## src/rtl/sipo_pkg.sv

```systemverilog
// rtl/sipo_pkg.sv - shared constants and types for the serial-in parallel-out shift register
package sipo_pkg;

  // Width used when an instance does not override WIDTH
  localparam int SIPO_DEFAULT_WIDTH = 8;

  // Shift direction, named for readability at instantiation sites
  typedef enum logic {
    SHIFT_LEFT_E  = 1'b1,
    SHIFT_RIGHT_E = 1'b0
  } shift_dir_e;

endpackage : sipo_pkg

```

## src/rtl/sipo_shift_reg.sv

```systemverilog
// rtl/sipo_shift_reg.sv - serial-in parallel-out shift register with synchronous parallel-load override
module sipo_shift_reg
  import sipo_pkg::*;
#(
  parameter int          WIDTH      = SIPO_DEFAULT_WIDTH,
  // 1: sin enters at bit 0 and moves toward the MSB; 0: sin enters at the MSB and moves toward bit 0
  parameter bit          SHIFT_LEFT = 1'b1,
  // Carried in a wide container so an out-of-range value can be caught at elaboration
  parameter logic [63:0] RESET_VAL  = 64'd0
) (
  input  logic             clk,
  input  logic             reset,
  input  logic             sin,
  input  logic             load,
  input  logic [WIDTH-1:0] d,
  output logic [WIDTH-1:0] q
);

  localparam logic [WIDTH-1:0] RESET_Q = WIDTH'(RESET_VAL);

  logic [WIDTH-1:0] r_q;

  // Parameter legality, rejected when the instance is elaborated
  generate
    if (WIDTH < 2) begin : g_width_check
      $error("sipo_shift_reg: WIDTH must be at least 2");
    end
    if ((RESET_VAL >> WIDTH) != 64'd0) begin : g_reset_val_check
      $error("sipo_shift_reg: RESET_VAL does not fit in WIDTH bits");
    end
  endgenerate

  // One update per rising edge: reset beats load, load beats shift; the far-end bit is dropped
  always_ff @(posedge clk) begin
    if (!reset) begin
      r_q <= RESET_Q;
    end else if (load) begin
      r_q <= d;
    end else if (SHIFT_LEFT) begin
      r_q <= {r_q[WIDTH-2:0], sin};
    end else begin
      r_q <= {sin, r_q[WIDTH-1:1]};
    end
  end

  assign q = r_q;

  // Priority rules, checked one edge after the controls are sampled
  a_reset_wins : assert property (@(posedge clk) !reset |=> (q == RESET_Q))
    else $error("sipo_shift_reg: q did not take RESET_VAL after reset");

  a_load_wins : assert property (@(posedge clk) (reset && load) |=> (q == $past(d)))
    else $error("sipo_shift_reg: q did not take d after load");

  generate
    if (SHIFT_LEFT) begin : g_shift_left_prop
      a_shift : assert property (@(posedge clk) (reset && !load) |=>
                                 (q == {$past(q[WIDTH-2:0]), $past(sin)}))
        else $error("sipo_shift_reg: left shift result wrong");
    end else begin : g_shift_right_prop
      a_shift : assert property (@(posedge clk) (reset && !load) |=>
                                 (q == {$past(sin), $past(q[WIDTH-1:1])}))
        else $error("sipo_shift_reg: right shift result wrong");
    end
  endgenerate

endmodule : sipo_shift_reg

```

## config.mk

```make
export PLATFORM = sky130hd
export DESIGN_NAME = sipo_shift_reg
export DESIGN_NICKNAME = d
export VERILOG_FILES = /design/src/rtl/sipo_pkg.sv /design/src/rtl/sipo_shift_reg.sv
export SDC_FILE = /design/constraint.sdc
export NUM_CORES = 1
export LEC_CHECK = 0
export CAP_MARGIN = 20
export CORE_AREA = 2 2 39 41
export DETAILED_ROUTE_END_ITERATION = 16
export DIE_AREA = 0 0 41 43
export PLACE_DENSITY_LB_ADDON = 0.3
export SETUP_SLACK_MARGIN = 0.15
export SYNTH_ARGS = -nofsm -noshare
export SYNTH_HDL_FRONTEND = slang
export SYNTH_SLANG_ARGS = --single-unit
```

## constraint.sdc

```tcl
create_clock -name clk -period 1.7 [get_ports clk]
set_input_delay 0.34 -clock clk [delete_from_list [all_inputs] [get_ports clk]]
set_output_delay 0.34 -clock clk [all_outputs]
set_load 0.02 [all_outputs]
```

==> qor.txt, run 1 <==
Final WS setup = 0.187 ns
Slowest cell on crit path = clkdlybuf4s50_1
Final setup skew = 0.00161 ns
Post-DR vias/cell = 4.02
Pwr dens = 798 mW/mm2
Initial DRT Pass Iterations = 1
CP startpoint kind = register
Final wirelength = 613 um
HP Class = reg -> reg
Layout cell share with drive strength beyond 1 = 8.51%
Port Buffers = 19
Total Power = 0.434 mW
R2r worst-path depth = 2
CTS Sinks = 8
Fmax = 661 MHz
Most instantiated cells after synthesis = dfxtp_1, mux2i_1, nor2b_1
DRT antenna net count = 0
Post-synth top area share = 53.1%
Global-route wire length before repair = 855 um
DR vias = 253
Largest net degree at the start of global routing = 9
VDD IR max = 0.313 mV
Top post-synthesis cells by area = dfxtp_1, mux2i_1, nor2b_1, buf_6
Final period utilization = 89.0%
Post-CTS Resized = 0
Hold path depth = 2
Fin. Hold Viols = 0
1st-iter DRT viols = 0
CTS tree = done
Filler instances = 150
Mapped Avg Cell Area = 12.1 um2
Die outline height = 43 um
Post-CTS Setup Inserts = 0
Synth async-reset ratio = 0%
Post-synth EDFFs = 0
Delay of the slowest critical-path stage = 0.60 ns
Maxcap violations = 0
Critical Path RT = 1.36 ns
Worst Setup End Kind = output pin
Seq/Total Area, Yosys = 53.1%
Core area = 0.00138 mm2
Reg clk slew, reported paths = 0.05 ns
Die X = 41 um
Mapped cell area = 302 um2
Wire per inst = 9.73 um
Pre-CTS WS = 0.312 ns
Post-layout util = 39.2%
Ys Warns = 0
Max clock buf depth = 2
FF/Latch Area = 160 um2
Top delay family on crit path = buffers and inverters
Yosys cell types = 4
GRT Util Overall = 7.75%
Vias in the first global route = 231
Syn Inst Count = 25
Clk Latency, worst-skew pair = 0.25 ns
DRC violations left = 0
Total negative slack = 0 ns
Synth Register Bits = 8
Outcome = finished, final reports clean
Final GP Congestion = 0.598
Final setup fails = 0
Period minus WS final = 1.51 ns
Cell count along the critical path = 1
ANT cells = 0
CTS Hold Bufs = 0
Ys flop type = dfxtp_1
Worst path bufs/invs = 1
Layout Nets = 61
CTS root buf = clkbuf_4
Syn_nets = 37
GRT overflow = 0
IO Pins = 20
Row cnt = 14
Crit Path Class = reg -> out
Leak pwr = 0.294 nW
CP Data Arrival Time = 1.17 ns
Die Area = 0.00176 mm2
Crit-path cells = clkdlybuf4s50_1
Initial core utilization = 21.8%
CP max FO = 2
Worst slew pin tran = 0.225 ns
H-tree depth = 1
Layout area overhead = 80.1%
Cts bufs inserted = 3
Multi-input logic area = 130 um2
Initial antenna violation count = 0
Slew headroom = 84.9%
Max reg flops = 8
Yosys top cell by area = dfxtp_1
RSZ-0062 raised after global routing = no
Slew Limit Fails = 0
==> worst paths after layout <==
path | slack, ns | end | startpoint
hold reg to reg | 0.52 | q[4] | q[3]
setup / recovery | 0.19 | q[2] | q[2]
setup reg to reg | 1.10 | q[5] | q[4]
hold / removal | 0.52 | q[4] | q[3]
==> placed cells by master, fill, tap and decap left out <==
| cell type | count |
|---|---|
| buf_4 | 1 |
| mux2i_1 | 8 |
| dfxtp_1 | 8 |
| clkdlybuf4s50_1 | 14 |
| dlymetal6s2s_1 | 5 |
| nor2b_1 | 8 |
| clkbuf_4 | 3 |
==> layer usage <==
| layer | vias up | global-route usage, % | wire length, um |
|---|---|---|---|
| met1 | 108 | 8.09 | 269 |
| met3 | 0 | 5.24 | 100 |
| met5 | - | 0 | 0 |
| met2 | 16 | 10.3 | 243 |
| li1 | 129 | - | - |
| met4 | 0 | 6.00 | 0 |
==> layout make-up <==
class | instances | share of cell area (%)
multi-input cells | 16 | 24.0
clock buffers | 3 | 4.15
well taps | 16 | 3.69
flip-flops and latches | 8 | 29.5
repair buffers | 20 | 38.7
==> power by group <==
group | switching (mW) | total [mW] | internal [mW]
Clock | 0.0609 | 0.141 | 0.0805
Combinational | 0.0337 | 0.0879 | 0.0542
Sequential | 0.00490 | 0.204 | 0.199
==> per-stage QoR <==
step	area, um2	hold WS [ns]	cells
2_1_floorplan	302	0.468	25
3_3_place_gp	508	0.497	60
3_5_place_dp	508	0.502	60
4_1_cts	531	0.521	63
5_1_grt	543	0.538	63
6_report	543	0.515	63
==> worst register-to-register path, stage by stage, from the launching register on <==
cell     delay, ns
dfxtp_1       0.30
mux2i_1       0.14
nor2b_1       0.06
==> logic make-up (layout without fill, tap and decap cells) <==
group,Yosys count,count (layout),share of synthesized area [%]
DFF,8,8,53.1
and+or+nand+nor,8,8,16.6
buffers and inverters,1,23,3.73
muxes,8,8,26.6
Note: power is estimated with default switching activity, not from simulation.
==> inputs of run 2 (changes only) <==
GPL_TIMING_DRIVEN = 0   (was default)
==> qor.txt, run 2 (synthesis results as in run 1) <==
Most frequent cells in the layout = clkdlybuf4s50_1, mux2i_1, nor2b_1, dfxtp_1, dlymetal6s2s_1
Maxcap violations = 0
Die outline height = 43 um
Leak pwr = 0.276 nW
1st-iter DRT viols = 0
RSZ-0062 raised after global routing = no
Fin. Hold Viols = 0
WL met2 = 225 um
GRT overflow = 0
Period minus WS final = 1.50 ns
Post-Route M1 WL = 232 um
WL met3 = 94 um
Cts bufs inserted = 3
Reg clk slew, reported paths = 0.05 ns
DRT antenna net count = 0
DR vias = 247
Die Area = 0.00176 mm2
Placed inst area = 502 um2
Initial core utilization = 21.8%
Post-DR vias/cell = 3.98
Critical Path RT = 1.36 ns
Row cnt = 14
Slew Limit Fails = 0
GRT Util Overall = 7.33%
Worst Setup End Kind = output pin
Slowest cell on crit path = clkdlybuf4s50_1
CP startpoint kind = register
Layout cell share with drive strength beyond 1 = 8.70%
Pwr dens = 795 mW/mm2
Post-route design area = 534 um2
Total negative slack = 0 ns
Final setup skew = 0.000874 ns
Layout Nets = 60
CTS root buf = clkbuf_4
Worst path bufs/invs = 1
Initial antenna violation count = 0
Fmax = 666 MHz
Outcome = finished, final reports clean
IO Pins = 20
H-tree depth = 1
DRC violations left = 0
Core area = 0.00138 mm2
CP max FO = 2
CTS Hold Bufs = 0
Final WS setup = 0.199 ns
Largest net degree at the start of global routing = 9
Worst slew pin tran = 0.223 ns
HP Class = in -> reg
Port Buffers = 18
Layout area overhead = 77.2%
Pre-CTS WS = 0.445 ns
CTS tree = done
Slew headroom = 85.1%
Initial DRT Pass Iterations = 1
VDD IR max = 0.318 mV
Final setup fails = 0
Crit Path Class = reg -> out
CTS Sinks = 8
Max clock buf depth = 2
Die X = 41 um
Final wirelength = 552 um
Delay of the slowest critical-path stage = 0.60 ns
ANT cells = 0
Clk Latency, worst-skew pair = 0.24 ns
Max layer used = met3
Crit-path cells = clkdlybuf4s50_1
CP Data Arrival Time = 1.16 ns
Top delay family on crit path = buffers and inverters
Vias in the first global route = 219
Max reg flops = 8
Global-route wire length before repair = 814 um
Most common cell after layout, fill and taps aside = clkdlybuf4s50_1
Total Power = 0.425 mW
Final GP Congestion = 0.560
Final period utilization = 88.3%
Wire per inst = 8.90 um
[run 2: final timing paths]
check / start / to / slack, ns / cells past startpoint
max: q[2] / q[2] / 0.20 / 1
min: load / q[2] / 0.44 / 3
max reg2reg: q[2] / q[3] / 1.10 / 2
min reg2reg: q[3] / q[4] / 0.51 / 2
[run 2: power by group]
| part | switching, mW | leakage, nW | internal, mW | total (mW) |
|---|---|---|---|---|
| clock | 0.0541 | 0.0138 | 0.0801 | 0.134 |
| combinational | 0.0327 | 0.196 | 0.0533 | 0.0860 |
| sequential | 0.00494 | 0.0662 | 0.200 | 0.205 |
| total | 0.0917 | 0.276 | 0.333 | 0.425 |
[run 2: final cells by class]
type                       count  area [um2]
multi-input combinational     16         130
timing repair buffer          18         190
tap                           16        20.0
fill                         146         850
buffer                         1        11.3
clock buffer                   3        22.5
sequential                     8         160
[run 2: per-layer routing]
layer	vias to the layer above	global-route usage, %
li1	127	-
met1	104	8.04
met2	16	9.06
met3	0	5.24
met4	0	6.00
met5	-	0
[run 2: repair_timing]
action | CTS | global route
setup buffers | 0 | 0
setup endpoints to repair | 0 | 4
gates resized for setup | 0 | 4
[run 2: stage by stage]
step / instances / hold slack [ns] / util [%]
2_1_floorplan: 25 / 0.468 / -
3_3_place_gp: 59 / 0.498 / 36.3
3_5_place_dp: 59 / 0.506 / 36.3
4_1_cts: 62 / 0.439 / 37.9
5_1_grt: 62 / 0.445 / 38.6
6_report: 62 / 0.440 / 38.6
==> inputs of run 3 (changes only) <==
MAX_ROUTING_LAYER = met4   (was default)
==> qor.txt, run 3 (synthesis results as in run 1) <==
Post-route design area = 537 um2
Filler instances = 148
Fin. Hold Viols = 0
Global-route wire length before repair = 828 um
Worst Setup End Kind = output pin
Pwr dens = 791 mW/mm2
Outcome = finished, final reports clean
Placed cells = 59
Wire per inst = 9.03 um
Die X = 41 um
Final setup fails = 0
Layout Nets = 60
CTS Hold Bufs = 0
Clk Latency, worst-skew pair = 0.24 ns
RSZ-0062 raised after global routing = no
Final GP Congestion = 0.563
Delay of the slowest critical-path stage = 0.60 ns
ANT cells = 0
Layout cell share with drive strength beyond 1 = 8.70%
IO Pins = 20
Hold Slack = 0.440 ns
DRC violations left = 0
CTS tree = done
Period minus WS final = 1.50 ns
Critical Path RT = 1.36 ns
H-tree depth = 1
Post-DR vias/cell = 3.98
CTS Sinks = 8
Most common cell after layout, fill and taps aside = clkdlybuf4s50_1
Placed inst area = 502 um2
Largest net degree at the start of global routing = 9
Total Power = 0.424 mW
Top delay family on crit path = buffers and inverters
VDD IR max = 0.315 mV
Fmax = 666 MHz
Most frequent cells in the layout = clkdlybuf4s50_1, mux2i_1, nor2b_1, dfxtp_1, dlymetal6s2s_1
Initial DRT Pass Iterations = 1
Die outline height = 43 um
Final period utilization = 88.3%
Worst path bufs/invs = 1
Port Buffers = 18
CP max FO = 2
Crit Path Class = reg -> out
Slowest cell on crit path = clkdlybuf4s50_1
Vias in the first global route = 212
Initial antenna violation count = 0
Core area = 0.00138 mm2
CP startpoint kind = register
Max clock buf depth = 2
CTS root buf = clkbuf_4
Crit-path cells = clkdlybuf4s50_1
Maxcap violations = 0
Final setup skew = 0.000874 ns
Total negative slack = 0 ns
DR vias = 247
GRT overflow = 0
GRT Util Overall = 7.82%
Max reg flops = 8
Layout area overhead = 78.0%
Final wirelength = 560 um
DRT antenna net count = 0
Worst slew pin tran = 0.223 ns
Cts bufs inserted = 3
Slew Limit Fails = 0
Row cnt = 14
Finished Layout Cells = 62
Slew headroom = 85.1%
1st-iter DRT viols = 0
Reg clk slew, reported paths = 0.05 ns
CP Data Arrival Time = 1.16 ns
HP Class = in -> reg
Leak pwr = 0.291 nW
Initial core utilization = 21.8%
Die Area = 0.00176 mm2
[run 3: changes by cell type in the layout (fill, tap and decap cells not counted)]
cell and change:
clkdlybuf4s50_1 -1, dlymetal6s2s_1 +1
[run 3: repair_timing]
item / in CTS / in global routing
buffers inserted: 0 / 0
resized for setup: 0 / 5
endpoints found under the setup margin: 0 / 5
[run 3: worst paths after layout]
kind	start	end	slack (ns)	cells past startpoint
worst max-delay path	q[2]	q[2]	0.20	1
worst min-delay path	load	q[2]	0.44	3
worst max register to register	q[2]	q[3]	1.10	2
worst min register to register	q[4]	q[5]	0.51	2
[run 3: routing by layer]
| layer | up-vias | global-route usage (%) | share of wire (%) |
|---|---|---|---|
| met3 | 0 | 6.81 | 16 |
| met2 | 16 | 9.06 | 41 |
| li1 | 127 | - | - |
| met5 | - | - | 0 |
| met4 | 0 | 6.00 | 0 |
| met1 | 104 | 8.04 | 43 |
[run 3: power breakdown]
group	leakage [nW]	switching [mW]	internal [mW]	total [mW]
clock network	0.0138	0.0541	0.0801	0.134
registers	0.0662	0.00487	0.200	0.204
logic	0.211	0.0328	0.0530	0.0858
[run 3: through the flow]
step                util (%)  setup slack, ns
floorplan                  -            0.903
global placement        36.3            0.432
detailed placement      36.3            0.445
CTS                     37.9            0.167
global route            38.8            0.156
finish                  38.8            0.199
[run 3: layout make-up]
class	instances	area, um2	share of cell area, %
Multi-Input combinational cell	16	130	24.2
Tap cell	16	20.0	3.73
Timing Repair Buffer	18	193	35.9
Clock buffer	3	22.5	4.20
Sequential cell	8	160	29.8
Buffer	1	11.3	2.10
